[src/rtl/datapath_pkg.sv]
// Shared constants for the datapath core: opcodes, FSM state encoding
// and flag-bit positions.
package datapath_pkg;

    // Opcodes, numbered in issue order; unlisted codes execute as NOP.
    localparam int OP_NOP  = 0;
    localparam int OP_ADD  = 1;
    localparam int OP_SUB  = 2;
    localparam int OP_AND  = 3;
    localparam int OP_OR   = 4;
    localparam int OP_XOR  = 5;
    localparam int OP_NOT  = 6;
    localparam int OP_SHL  = 7;
    localparam int OP_SHR  = 8;
    localparam int OP_MOVI = 9;
    localparam int OP_LD   = 10;
    localparam int OP_ST   = 11;
    localparam int OP_JMP  = 12;
    localparam int OP_BRZ  = 13;

    // FSM state encoding.
    localparam logic [1:0] ST_IDLE = 2'd0;
    localparam logic [1:0] ST_EXEC = 2'd1;
    localparam logic [1:0] ST_MEM  = 2'd2;
    localparam logic [1:0] ST_WB   = 2'd3;

    // Bit positions inside the packed flag register.
    localparam int FLAG_Z    = 0;
    localparam int FLAG_C    = 1;
    localparam int FLAG_N    = 2;
    localparam int NUM_FLAGS = 3;

endpackage

[src/rtl/datapath_alu.sv]
// Combinational ALU: result plus carry/borrow, zero and sign indications.
// Non-ALU opcodes yield a zero result with carry clear.
module datapath_alu
    import datapath_pkg::*;
#(
    parameter int WORD_SIZE = 8,
    parameter int OP_SIZE   = 4
) (
    input  logic [OP_SIZE-1:0]   op,
    input  logic [WORD_SIZE-1:0] a,
    input  logic [WORD_SIZE-1:0] b,
    output logic [WORD_SIZE-1:0] result,
    output logic                 carry,
    output logic                 zero,
    output logic                 neg
);

    logic [WORD_SIZE:0] wide;

    // Operation select; SUB carry is the borrow out of the extended subtract.
    always_comb begin
        wide   = '0;
        result = '0;
        carry  = 1'b0;
        case (int'(op))
            OP_ADD: begin
                wide   = {1'b0, a} + {1'b0, b};
                result = wide[WORD_SIZE-1:0];
                carry  = wide[WORD_SIZE];
            end
            OP_SUB: begin
                wide   = {1'b0, a} - {1'b0, b};
                result = wide[WORD_SIZE-1:0];
                carry  = wide[WORD_SIZE];
            end
            OP_AND: result = a & b;
            OP_OR:  result = a | b;
            OP_XOR: result = a ^ b;
            OP_NOT: result = ~a;
            OP_SHL: begin
                result = {a[WORD_SIZE-2:0], 1'b0};
                carry  = a[WORD_SIZE-1];
            end
            OP_SHR: begin
                result = {1'b0, a[WORD_SIZE-1:1]};
                carry  = a[0];
            end
            default: ;
        endcase
    end

    assign zero = (result == '0);
    assign neg  = result[WORD_SIZE-1];

endmodule

[src/rtl/datapath_core.sv]
// Self-sequencing datapath: register file, registered ALU flags, program
// counter and a req/ack memory port. One micro-op per IDLE->EXEC->(MEM)->WB.
// Optional feature: define MEM_TIMEOUT_EN for a memory watchdog and sticky err.
//
// state | meaning
// IDLE  | op_ready high, waiting for op_valid
// EXEC  | ALU result / flags registered from the latched op
// MEM   | mem_req held for LD/ST until mem_ack (or watchdog expiry)
// WB    | register write, pc update, done pulse
module datapath_core
    import datapath_pkg::*;
#(
    parameter  int WORD_SIZE      = 8,
    parameter  int NUM_REGS       = 8,
    parameter  int OP_SIZE        = 4,
    parameter  int PC_WIDTH       = 8,
    parameter  int TIMEOUT_CYCLES = 15,
    localparam int RW             = $clog2(NUM_REGS)
) (
    input  logic                 clk,
    input  logic                 rst,
    input  logic                 op_valid,
    output logic                 op_ready,
    input  logic [OP_SIZE-1:0]   op_code,
    input  logic [RW-1:0]        rd,
    input  logic [RW-1:0]        rs1,
    input  logic [RW-1:0]        rs2,
    input  logic [WORD_SIZE-1:0] imm,
    output logic                 mem_req,
    output logic                 mem_we,
    output logic [PC_WIDTH-1:0]  mem_addr,
    output logic [WORD_SIZE-1:0] mem_wdata,
    input  logic [WORD_SIZE-1:0] mem_rdata,
    input  logic                 mem_ack,
    output logic [PC_WIDTH-1:0]  pc,
    output logic                 zflag,
    output logic                 cflag,
    output logic                 nflag,
    output logic                 done,
    output logic                 err
);

    logic [1:0]           state;
    logic [OP_SIZE-1:0]   op_q;
    logic [RW-1:0]        rd_q, rs1_q, rs2_q;
    logic [WORD_SIZE-1:0] imm_q;
    logic [WORD_SIZE-1:0] regs [NUM_REGS];
    logic [WORD_SIZE-1:0] wb_data;
    logic                 wb_we;
    logic [NUM_FLAGS-1:0] flags;
    logic [PC_WIDTH-1:0]  pc_q;

    logic [WORD_SIZE-1:0] src_a, src_b, alu_result;
    logic                 alu_carry, alu_zero, alu_neg;
    logic                 is_alu, is_mem, is_ld, is_st, to_hit;
    int                   opc;

    assign src_a = regs[rs1_q];
    assign src_b = regs[rs2_q];

    datapath_alu #(
        .WORD_SIZE(WORD_SIZE),
        .OP_SIZE  (OP_SIZE)
    ) u_alu (
        .op    (op_q),
        .a     (src_a),
        .b     (src_b),
        .result(alu_result),
        .carry (alu_carry),
        .zero  (alu_zero),
        .neg   (alu_neg)
    );

    // Opcode class decode of the latched op.
    always_comb begin
        opc    = int'(op_q);
        is_alu = (opc >= OP_ADD) && (opc <= OP_SHR);
        is_ld  = (opc == OP_LD);
        is_st  = (opc == OP_ST);
        is_mem = is_ld || is_st;
    end

`ifdef MEM_TIMEOUT_EN
    localparam int TW = $clog2(TIMEOUT_CYCLES + 1);
    logic [TW-1:0] to_cnt;
    logic          err_q;

    assign to_hit = (to_cnt == '0);
    assign err    = err_q;

    // Watchdog: down-counter armed in EXEC, terminal count in MEM sets err.
    always_ff @(posedge clk or negedge rst) begin
        if (!rst) begin
            to_cnt <= '0;
            err_q  <= 1'b0;
        end else if (state == ST_EXEC) begin
            to_cnt <= TW'(TIMEOUT_CYCLES - 1);
        end else if (state == ST_MEM && !mem_ack) begin
            if (to_hit) err_q  <= 1'b1;
            else        to_cnt <= to_cnt - TW'(1);
        end
    end
`else
    assign to_hit = 1'b0;
    assign err    = 1'b0;
`endif

    // Sequencer, op register, register file, flags and pc.
    always_ff @(posedge clk or negedge rst) begin
        if (!rst) begin
            state   <= ST_IDLE;
            op_q    <= '0;
            rd_q    <= '0;
            rs1_q   <= '0;
            rs2_q   <= '0;
            imm_q   <= '0;
            wb_data <= '0;
            wb_we   <= 1'b0;
            flags   <= '0;
            pc_q    <= '0;
            for (int i = 0; i < NUM_REGS; i++) regs[i] <= '0;
        end else begin
            case (state)
                ST_IDLE: begin
                    if (op_valid) begin
                        op_q  <= op_code;
                        rd_q  <= rd;
                        rs1_q <= rs1;
                        rs2_q <= rs2;
                        imm_q <= imm;
                        state <= ST_EXEC;
                    end
                end
                ST_EXEC: begin
                    wb_we   <= is_alu || (opc == OP_MOVI);
                    wb_data <= (opc == OP_MOVI) ? imm_q : alu_result;
                    if (is_alu) begin
                        flags[FLAG_Z] <= alu_zero;
                        flags[FLAG_C] <= alu_carry;
                        flags[FLAG_N] <= alu_neg;
                    end
                    state <= is_mem ? ST_MEM : ST_WB;
                end
                ST_MEM: begin
                    if (mem_ack) begin
                        if (is_ld) begin
                            wb_data <= mem_rdata;
                            wb_we   <= 1'b1;
                        end
                        state <= ST_WB;
                    end else if (to_hit) begin
                        state <= ST_WB;
                    end
                end
                default: begin
                    if (wb_we) regs[rd_q] <= wb_data;
                    if (opc == OP_JMP || (opc == OP_BRZ && flags[FLAG_Z]))
                        pc_q <= imm_q[PC_WIDTH-1:0];
                    else
                        pc_q <= pc_q + PC_WIDTH'(1);
                    wb_we <= 1'b0;
                    state <= ST_IDLE;
                end
            endcase
        end
    end

    assign op_ready  = (state == ST_IDLE);
    assign mem_req   = (state == ST_MEM);
    assign mem_we    = mem_req && is_st;
    assign mem_addr  = src_a[PC_WIDTH-1:0];
    assign mem_wdata = src_b;
    assign done      = (state == ST_WB);
    assign pc        = pc_q;
    assign zflag     = flags[FLAG_Z];
    assign cflag     = flags[FLAG_C];
    assign nflag     = flags[FLAG_N];

endmodule
[config.mk]
export PLATFORM = sky130hd
export DESIGN_NAME = datapath_core
export DESIGN_NICKNAME = d
export VERILOG_FILES = /design/src/rtl/datapath_pkg.sv /design/src/rtl/datapath_alu.sv /design/src/rtl/datapath_core.sv
export SDC_FILE = /design/constraint.sdc
export NUM_CORES = 1
export LEC_CHECK = 0
export BUFFER_PORTS_ARGS = -buffer_cell sky130_fd_sc_hd__buf_2
export CAP_MARGIN = 20
export CORE_MARGIN = 8
export CORE_UTILIZATION = 46
export CTS_CLUSTER_DIAMETER = 200
export CTS_CLUSTER_SIZE = 12
export DETAILED_ROUTE_END_ITERATION = 6
export PLACE_DENSITY = 0.69
export SETUP_SLACK_MARGIN = 0.05
export SLEW_MARGIN = 10
export SYNTH_ARGS = -nofsm -noshare
export SYNTH_HDL_FRONTEND = slang
export SYNTH_SLANG_ARGS = --single-unit
[constraint.sdc]
create_clock -name clk -period 4.7 [get_ports clk]
set_input_delay 0 -clock clk [delete_from_list [all_inputs] [get_ports clk]]
set_output_delay 0 -clock clk [all_outputs]
set_load 0.05 [all_outputs]
==> results of run 1 <==
==> how the worst max path moves through the flow <==
stage / startpoint / to / slack [ns] / cells past startpoint
6_report: rs1_q[2]$_DFFE_PN0P_ / wb_data[6]$_DFFE_PN0P_ / 0.55 / 14
5_1_grt: rs1_q[2]$_DFFE_PN0P_ / wb_data[6]$_DFFE_PN0P_ / 0.28 / 14
4_1_cts: rs1_q[2]$_DFFE_PN0P_ / wb_data[6]$_DFFE_PN0P_ / 0.56 / 14
3_5_place_dp: rs1_q[2]$_DFFE_PN0P_ / wb_data[6]$_DFFE_PN0P_ / 0.58 / 14
3_3_place_gp: rs1_q[2]$_DFFE_PN0P_ / wb_data[6]$_DFFE_PN0P_ / 0.71 / 14
2_1_floorplan: rs1_q[0]$_DFFE_PN0P_ / wb_data[6]$_DFFE_PN0P_ / 0.12 / 15
==> logic make-up after synthesis <==
logic type / count (synthesis)
adder cells (fa/ha/maj): 32
flip-flops: 107
buffers and inverters: 62
multiplexers: 135
XOR/XNOR: 1
AO/OA/AOI/OAI: 122
AND/OR/NAND/NOR: 126
other: 1
==> sequential cells by signal, indices dropped and copies added, names as in the netlist <==
signal and count:
pc 8, flags 3, wb_data 8, wb_we 1, regs 64, rs1_q 3, op_q 4, rd_q 3
imm_q 8, rs2_q 3, state 2
==> tightest hold or removal path, stage by stage <==
cell and delay (ns):
sky130_fd_sc_hd__buf_2 0.10, sky130_fd_sc_hd__nor2_1 0.12, sky130_fd_sc_hd__o31ai_1 0.09
==> where the power goes <==
group / internal, mW / switching (mW) / total, mW / leakage (nW)
Sequential: 1.31 / 0.566 / 1.88 / 1.40
Clock: 0.371 / 0.327 / 0.699 / 0.132
Combinational: 1.42 / 2.03 / 3.45 / 2.13
==> cells in the final DEF (no fill, tap or decap), types with 17 or more instances in the layout <==
| master | synthesis | routed |
|---|---|---|
| sky130_fd_sc_hd__buf_2 | 2 | 62 |
| sky130_fd_sc_hd__mux2_2 | 87 | 87 |
| sky130_fd_sc_hd__dfrtp_1 | 107 | 107 |
| sky130_fd_sc_hd__nand2_1 | 37 | 37 |
| sky130_fd_sc_hd__nor2_1 | 33 | 33 |
| sky130_fd_sc_hd__mux4_2 | 22 | 22 |
| sky130_fd_sc_hd__inv_1 | 28 | 28 |
| sky130_fd_sc_hd__ha_1 | 30 | 30 |
| sky130_fd_sc_hd__a21oi_1 | 29 | 29 |
| sky130_fd_sc_hd__o21ai_0 | 17 | 17 |
| sky130_fd_sc_hd__mux2i_1 | 18 | 18 |
| sky130_fd_sc_hd__dlygate4sd3_1 | 0 | 26 |
==> layer usage <==
layer	vias to the layer above	GRT usage	wire length (um)
met2	190	0.3367	9097
li1	2352	-	-
met1	2689	0.2738	8005
met4	0	0.07664	518
met5	-	0	0
met3	40	0.03744	1109
==> final cells by class <==
type / count / share of cell area
Multi-Input combinational cell: 417 / 0.4890
Tap cell: 184 / 0.02973
Sequential cell: 107 / 0.3458
Timing Repair Buffer: 101 / 0.08662
Inverter: 29 / 0.01406
Clock buffer: 11 / 0.03135
Clock inverter: 4 / 0.003394
==> what timing repair did <==
action                    in CTS  in global routing
hold buffers                  26                  0
hold endpoints to repair      72                  0
gates resized for setup        0                  0
==> impl_summary.log, run 1 <==
[metrics] clock net sink count: 107
[metrics] result of the run: completed
[metrics] post-synthesis sequential area ratio: 0.3984
[metrics] core area: 14,420 sq um
[metrics] largest vdd supply drop: ~320 uV
[metrics] clock tree from TritonCTS: built
[metrics] power density cells: 778.4 nW/um^2
[metrics] half-perimeter wire length of the detailed placement result: roughly 14,000 um
[metrics] worst-case setup slack after placement: 0.5774 ns
[metrics] post-synthesis share of cell area spent on full adders, half adders and majority gates: 0.06181
[metrics] biggest area contributors in the synthesized netlist: sky130_fd_sc_hd__dfrtp_1 (40%), sky130_fd_sc_hd__mux2_2 (15%), sky130_fd_sc_hd__mux4_2 (7.4%), sky130_fd_sc_hd__ha_1 (5.6%), sky130_fd_sc_hd__mux4_1 (2.7%)
[metrics] Syn Std Cell Area: around 6700 sq um
[metrics] Post-synth ARST share: 1.000
[metrics] Antenna Cells: 0
[metrics] Detailed Routing Iterations Pass 1: 5
[metrics] Static Leakage: between 3 and 4 nW
[metrics] Longest Clk Path Bufs: 2
[metrics] TritonCTS buffer count: 9
[metrics] end point of the worst hold path: wb_data[0]$_DFFE_PN0P_
[metrics] largest family of logic cells by synthesized area: multiplexers
[metrics] final worst path period need: roughly 4.1 ns
[metrics] antenna-violating nets left: 0
[metrics] worst min-delay path startpoint: mem_rdata[0]
[metrics] number of port buffers: between 60 and 70
[metrics] slowest stage cell, crit path: sky130_fd_sc_hd__a221oi_1
[metrics] slack of the worst reg-to-reg path: between 0.5 and 0.6 ns
[metrics] number of design-rule violations left by the first detailed-router iteration: around 300
[metrics] detail-routed via count per cell: 6.179
[metrics] hold-critical path depth: 3
[metrics] fraction of final layout cells with drive strength greater than 1: 0.3169
[metrics] Post-synth top cells: sky130_fd_sc_hd__dfrtp_1 (107), sky130_fd_sc_hd__mux2_2 (87), sky130_fd_sc_hd__nand2_1 (37)
[metrics] post-layout utilization of the core: 0.5368
[metrics] synthesized instance count: 586
[metrics] most repeated cell in the gate-level netlist after synthesis: sky130_fd_sc_hd__dfrtp_1
[metrics] pin count of the biggest net entering global routing: 61
[metrics] RePlAce Congestion: approximately 0.91
[metrics] Die Span Y: about 140 um
[metrics] Reg-to-Reg Start: rs1_q[2]$_DFFE_PN0P_
[metrics] DP Area: about 7000 sq um
[metrics] initial core utilization: 0.4659
[metrics] number of buffer and inverter instances along the worst setup path: 2
[metrics] area used by multi-input combinational logic: between 3000 and 4000 sq um
[metrics] EDFF count, synth: 0
[metrics] number of synthesis warnings: 0
[metrics] number of top-level pins: 65
[metrics] antenna violations before repair: 0
[metrics] synthesized-area fraction occupied by ao, oa, aoi and oai cells: 0.1253
[metrics] CTS H-tree lvls: 3
[metrics] total via count after detailed routing: 5,271
[metrics] first-pass GRT wire length: a little over 30,000 um
[metrics] final routed wire length divided by cell count: 21.96 um
[metrics] XOR/XNOR share of the synthesized area: 0.001303
[metrics] worst hold-check path type: in2reg
[metrics] die outline area: between 15,000 and 20,000 sq um
[metrics] Hold WS: approximately 0.0061 ns
[metrics] Synth Flop Type: sky130_fd_sc_hd__dfrtp_1
[metrics] die width: 136.9 um
[metrics] Fillers: 1,276
[metrics] FF-to-FF End: wb_data[6]$_DFFE_PN0P_
[metrics] clock-pin slew of the registers on the worst-case setup and hold paths: around 0.07 ns
[metrics] CP max FO: 12
[metrics] critical path launch point type: flip-flop
[metrics] grt ovf: 0
[metrics] CP Capture Type: flip-flop
[metrics] post-synthesis area per instance: around 11 sq um
[metrics] actual slew at the worst max-slew pin: roughly 1.1 ns
[metrics] setup repair after global routing missed its margin: false
[metrics] Netlist cell types: 63
[metrics] maximum clock skew at final layout: around 0.014 ns
[metrics] type of the worst setup path: reg2reg
[metrics] most repeated library cell on the critical path: sky130_fd_sc_hd__inv_1
[metrics] number of cell instances on the worst register-to-register path: 14
[metrics] required time of the worst setup path: between 4 and 5 ns
[metrics] DRC: 0
[metrics] crit-path cells: mux4_1, nor2_1, a221oi_1, inv_1, ha_1, inv_1, fa_1, nor3b_1, nor3_1, o31a_1, a221o_1, a211o_1, a211oi_1, o31ai_1
[metrics] worst path setup slack after routing: 0.5516 ns
[metrics] multiplexer area fraction after synthesis: 0.2770
[metrics] top-area cell type share of the netlist area: 0.3984
[metrics] Synth Register Bits: approximately 110
[metrics] post-route cell area: between 7000 and 8000 sq um
[metrics] number of nets in the synthesized netlist: 651
[metrics] Worst path top cell family by delay: compound AO/OA/AOI/OAI gates
[metrics] root buffer cell: sky130_fd_sc_hd__clkbuf_16
[metrics] Worst-Skew Late Latency: around 0.35 ns
[metrics] Final Cycle Share: 0.8826
[metrics] Post-Synth Simple-Gate Area: 0.09589
[metrics] number of standard cells in the final layout excluding fillers: 853
[metrics] slowest stage delay, CP: roughly 0.74 ns
[metrics] footprint of the flip-flops and latches: 2678 sq um
[metrics] number of hold violations in the final report: 0
[metrics] Row Count: 44
[metrics] final setup TNS: 0 ns
[metrics] Final Net Count: 730
[metrics] Syn-to-layout area delta: 15.21%
[metrics] top achievable clock speed: roughly 0.24 GHz
[metrics] Total GRT Usage: 0.2081
[metrics] routed wire length: 18,730 um
[metrics] cell count after placement: around 810
[metrics] WP data arrival: between 4 and 5 ns
[metrics] maxcap violations: 0
[metrics] number of global-route vias before repair: between 5,000 and 6,000
[metrics] number of max-slew violations in the final report: 0
[metrics] worst rel slew slack: 0.2620
[metrics] post-route total power: 6.027 mW
[metrics] area leader, netlist: sky130_fd_sc_hd__dfrtp_1
[metrics] final count of negative-setup-slack endpoints: 0
[metrics] number of setup buffers added after CTS: 0
Power figures use the tool's default switching activity.
==> run 2: changes to the inputs <==
ABC_AREA = 1   (was unset)
CORE_MARGIN = unset   (was 8)
PLACE_DENSITY = 0.68   (was 0.69)
==> impl_summary.log, run 2 <==
[metrics] crit-path cells: inv_1, o21ai_0, nand2_1, inv_1, o21ai_0, inv_1, ha_1, inv_2, nand2_1, o21ai_1, nand2_1, a21oi_1, nor2_1, nor2_1, nand2_1, o21ai_1, nand2_1 (was mux4_1, nor2_1, a221oi_1, inv_1, ha_1, inv_1, fa_1, nor3b_1, nor3_1, o31a_1, a221o_1, a211o_1, a211oi_1, o31ai_1)
[metrics] total via count after detailed routing: 7,033 (was 5,271)
[metrics] Antenna Cells: 0 (unchanged)
[metrics] half-perimeter wire length of the detailed placement result: 15,480 um (was 13,840 um)
[metrics] pin count of the biggest net entering global routing: 55 (was 61)
[metrics] number of hold violations in the final report: 0 (unchanged)
[metrics] Post-synth top cells: sky130_fd_sc_hd__nand2_1 (275), sky130_fd_sc_hd__inv_1 (128), sky130_fd_sc_hd__o21ai_0 (124) (was sky130_fd_sc_hd__dfrtp_1 (107), sky130_fd_sc_hd__mux2_2 (87), sky130_fd_sc_hd__nand2_1 (37))
[metrics] CP max FO: 31 (was 12)
[metrics] WP data arrival: 3.86 ns (was 4.38 ns)
[metrics] final count of negative-setup-slack endpoints: 0 (unchanged)
[metrics] RePlAce Congestion: 0.9457 (was 0.9107)
[metrics] number of flip-flops in the largest register: 64 (unchanged)
[metrics] CTS H-tree lvls: 3 (unchanged)
[metrics] required time of the worst setup path: 4.96 ns (was 4.93 ns)
[metrics] number of design-rule violations left by the first detailed-router iteration: 524 (was 301)
[metrics] Final Net Count: 1,178 (was 730)
[metrics] actual slew at the worst max-slew pin: 0.8282 ns (was 1.092 ns)
[metrics] fraction of final layout cells with drive strength greater than 1: 0.1181 (was 0.3169)
[metrics] post-synthesis area per instance: 6.882 sq um (was 11.47 sq um)
[metrics] Synth Flop Type: sky130_fd_sc_hd__dfrtp_1 (unchanged)
[metrics] result of the run: completed (unchanged)
[metrics] most common cell after layout, fill and taps aside: sky130_fd_sc_hd__nand2_1 (was sky130_fd_sc_hd__dfrtp_1)
[metrics] Syn Std Cell Area: 7171 sq um (was 6720 sq um)
[metrics] XOR/XNOR share of the synthesized area: 0.003664 (was 0.001303)
[metrics] number of port buffers: 63 (unchanged)
[metrics] top-area cell type share of the netlist area: 0.3734 (was 0.3984)
[metrics] most repeated cell in the gate-level netlist after synthesis: sky130_fd_sc_hd__nand2_1 (was sky130_fd_sc_hd__dfrtp_1)
[metrics] worst rel slew slack: 0.4473 (was 0.2620)
[metrics] most frequent cells in the layout: sky130_fd_sc_hd__nand2_1 (275), sky130_fd_sc_hd__inv_1 (128), sky130_fd_sc_hd__o21ai_0 (124) (was sky130_fd_sc_hd__dfrtp_1 (107), sky130_fd_sc_hd__mux2_2 (87), sky130_fd_sc_hd__buf_2 (62))
[metrics] CP Capture Type: flip-flop (unchanged)
[metrics] Worst-Skew Late Latency: 0.37 ns (was 0.35 ns)
[metrics] post-synthesis share of cell area spent on full adders, half adders and majority gates: 0.05793 (was 0.06181)
[metrics] multiplexer area fraction after synthesis: 0.007852 (was 0.2770)
[metrics] post-synthesis sequential area ratio: 0.3734 (was 0.3984)
[metrics] DRC: 0 (unchanged)
[metrics] Biggest register: regs (unchanged)
[metrics] synthesized-area fraction occupied by ao, oa, aoi and oai cells: 0.1663 (was 0.1253)
[metrics] die outline area: 16,090 sq um (was 18,730 sq um)
[metrics] Synth Register Bits: 107 (unchanged)
[metrics] area leader, netlist: sky130_fd_sc_hd__dfrtp_1 (unchanged)
[metrics] number of synthesis warnings: 0 (unchanged)
[metrics] initial core utilization: 0.4717 (was 0.4659)
[metrics] maxcap violations: 0 (unchanged)
[metrics] Total GRT Usage: 0.2709 (was 0.2081)
[metrics] die width: 126.9 um (was 136.9 um)
[metrics] setup repair after global routing missed its margin: false (unchanged)
[metrics] slowest stage delay, CP: 0.60 ns (was 0.74 ns)
[metrics] TritonCTS buffer count: 9 (unchanged)
[metrics] top achievable clock speed: 0.2783 GHz (was 0.2411 GHz)
[metrics] Hold WS: 0.005856 ns (was 0.006098 ns)
[metrics] DP Area: 7584 sq um (was 7206 sq um)
[metrics] Post-synth ARST share: 1.000 (unchanged)
[metrics] root buffer cell: sky130_fd_sc_hd__clkbuf_16 (unchanged)
[metrics] clock-pin slew of the registers on the worst-case setup and hold paths: 0.08 ns (was 0.07 ns)
[metrics] critical path launch point type: flip-flop (unchanged)
[metrics] number of nets in the synthesized netlist: 1,107 (was 651)
[metrics] Row Count: 45 (was 44)
[metrics] routed wire length: 20,910 um (was 18,730 um)
[metrics] final setup TNS: 0 ns (unchanged)
[metrics] first-pass GRT wire length: 33,610 um (was 30,350 um)
[metrics] slowest stage cell, crit path: sky130_fd_sc_hd__inv_1 (was sky130_fd_sc_hd__a221oi_1)
[metrics] biggest area contributors in the synthesized netlist: sky130_fd_sc_hd__dfrtp_1 (37%), sky130_fd_sc_hd__nand2_1 (14%), sky130_fd_sc_hd__o21ai_0 (8.7%), sky130_fd_sc_hd__inv_1 (6.7%), sky130_fd_sc_hd__nand3_1 (5.7%) (was sky130_fd_sc_hd__dfrtp_1 (40%), sky130_fd_sc_hd__mux2_2 (15%), sky130_fd_sc_hd__mux4_2 (7.4%), sky130_fd_sc_hd__ha_1 (5.6%), sky130_fd_sc_hd__mux4_1 (2.7%))
[metrics] Longest Clk Path Bufs: 2 (unchanged)
[metrics] post-route cell area: 8173 sq um (was 7742 sq um)
[metrics] grt ovf: 0 (unchanged)
[metrics] worst hold-check path type: in2reg (unchanged)
[metrics] maximum clock skew at final layout: 0.01279 ns (was 0.01390 ns)
[metrics] Netlist cell types: 39 (was 63)
[metrics] Detailed Routing Iterations Pass 1: 6 (was 5)
[metrics] clock tree from TritonCTS: built (unchanged)
[metrics] final routed wire length divided by cell count: 16.01 um (was 21.96 um)
[metrics] number of top-level pins: 65 (unchanged)
[metrics] type of the worst setup path: reg2reg (unchanged)
[metrics] Die Span Y: 126.9 um (was 136.9 um)
[metrics] worst-case setup slack after placement: 1.195 ns (was 0.5774 ns)
[metrics] number of max-slew violations in the final report: 0 (unchanged)
[metrics] largest family of logic cells by synthesized area: simple AND/OR/NAND/NOR gates (was multiplexers)
[metrics] quantity of gates resized following cts: 0 (unchanged)
[metrics] Syn-to-layout area delta: 13.98% (was 15.21%)
[metrics] detail-routed via count per cell: 5.385 (was 6.179)
[metrics] clock net sink count: 107 (unchanged)
[metrics] Final Cycle Share: 0.7645 (was 0.8826)
[metrics] synthesized instance count: 1,042 (was 586)
[metrics] number of global-route vias before repair: 6,471 (was 5,378)
[metrics] EDFF count, synth: 0 (unchanged)
[metrics] most repeated library cell on the critical path: sky130_fd_sc_hd__nand2_1 (was sky130_fd_sc_hd__inv_1)
[metrics] core area: 15,200 sq um (was 14,420 sq um)
[metrics] antenna violations before repair: 0 (unchanged)
[metrics] final worst path period need: 3.593 ns (was 4.148 ns)
[metrics] Post-Synth Simple-Gate Area: 0.2856 (was 0.09589)
[metrics] worst path setup slack after routing: 1.107 ns (was 0.5516 ns)
[metrics] antenna-violating nets left: 0 (unchanged)
## run 2: cell types whose count changed in the layout (fill, tap and decap cells not counted), sizes merged, moves of 19 or more
cell,before,now
nand3,11,91
inv,30,140
mux2,87,5
nor2,33,96
o21ai,18,143
mux2i,19,0
nand2,38,284
a21oi,29,66
mux4,29,0
## run 2: routing by layer
| metal | GRT usage | wire [um] | vias up |
|---|---|---|---|
| met5 | 0 | 0 | - |
| met4 | 0.1008 | 532 | 0 |
| met3 | 0.04302 | 1139 | 41 |
| met2 | 0.4302 | 9537 | 237 |
| met1 | 0.3734 | 9701 | 3267 |
| li1 | - | - | 3488 |
## run 2: final timing paths
check,cells past startpoint,slack (ns),end,startpoint
max,17,1.11,wb_data[6]$_DFFE_PN0P_,rs2_q[0]$_DFFE_PN0P_
min,5,0.006,wb_data[5]$_DFFE_PN0P_,mem_rdata[5]
max reg2reg,17,1.11,wb_data[6]$_DFFE_PN0P_,rs2_q[0]$_DFFE_PN0P_
min reg2reg,2,0.49,regs[16]$_DFFE_PN0P_,regs[16]$_DFFE_PN0P_
max in group asynchronous,3,3.33,regs[55]$_DFFE_PN0P_,rst
min in group asynchronous,2,0.20,flags[1]$_DFFE_PN0P_,rst
## run 2: layout make-up
| type | instances | area (sq um) |
|---|---|---|
| multi-input cells | 753 | 3742 |
| flip-flops and latches | 107 | 2678 |
| fillers | 1515 | 7029 |
| repair buffers | 104 | 698.2 |
| clock inverters | 6 | 70.07 |
| clock buffers | 10 | 229.0 |
| well taps | 188 | 235.2 |
| inverters | 138 | 520.5 |
## run 2: logic make-up (layout without fill, tap and decap cells)
kind of cell,after synthesis,count (layout)
AOI/OAI and AO/OA,228,228
and+or+nand+nor,484,484
muxes,5,5
other,1,1
adders and majority gates,32,32
xor gates and xnor gates,3,3
buffers and inverters,182,258
DFF,107,107
## run 2: metrics by stage
step             util  std cells
6_report       0.5376       1306
5_1_grt        0.5376       1306
4_1_cts        0.5376       1306
3_5_place_dp   0.4988       1261
3_3_place_gp   0.4988       1261
2_1_floorplan       -       1042
## run 2: critical path, delay by kind of cell (launching register included)
family,cells,cell delay [ns]
buffers and inverters,4,0.88
AO/OA/AOI/OAI,5,1.14
AND/OR/NAND/NOR,7,0.64
adder cells (fa/ha/maj),1,0.45
flip-flops,1,0.38
## run 2: what timing repair did
| action | in CTS | in global routing |
|---|---|---|
| endpoints found under the hold margin | 82 | 0 |
| hold buffers | 29 | 0 |
| setup buffers | 0 | 0 |
Power of run 2 is not shown: default switching activity piles up to over one toggle a cycle in this logic, so the estimate is an artifact.
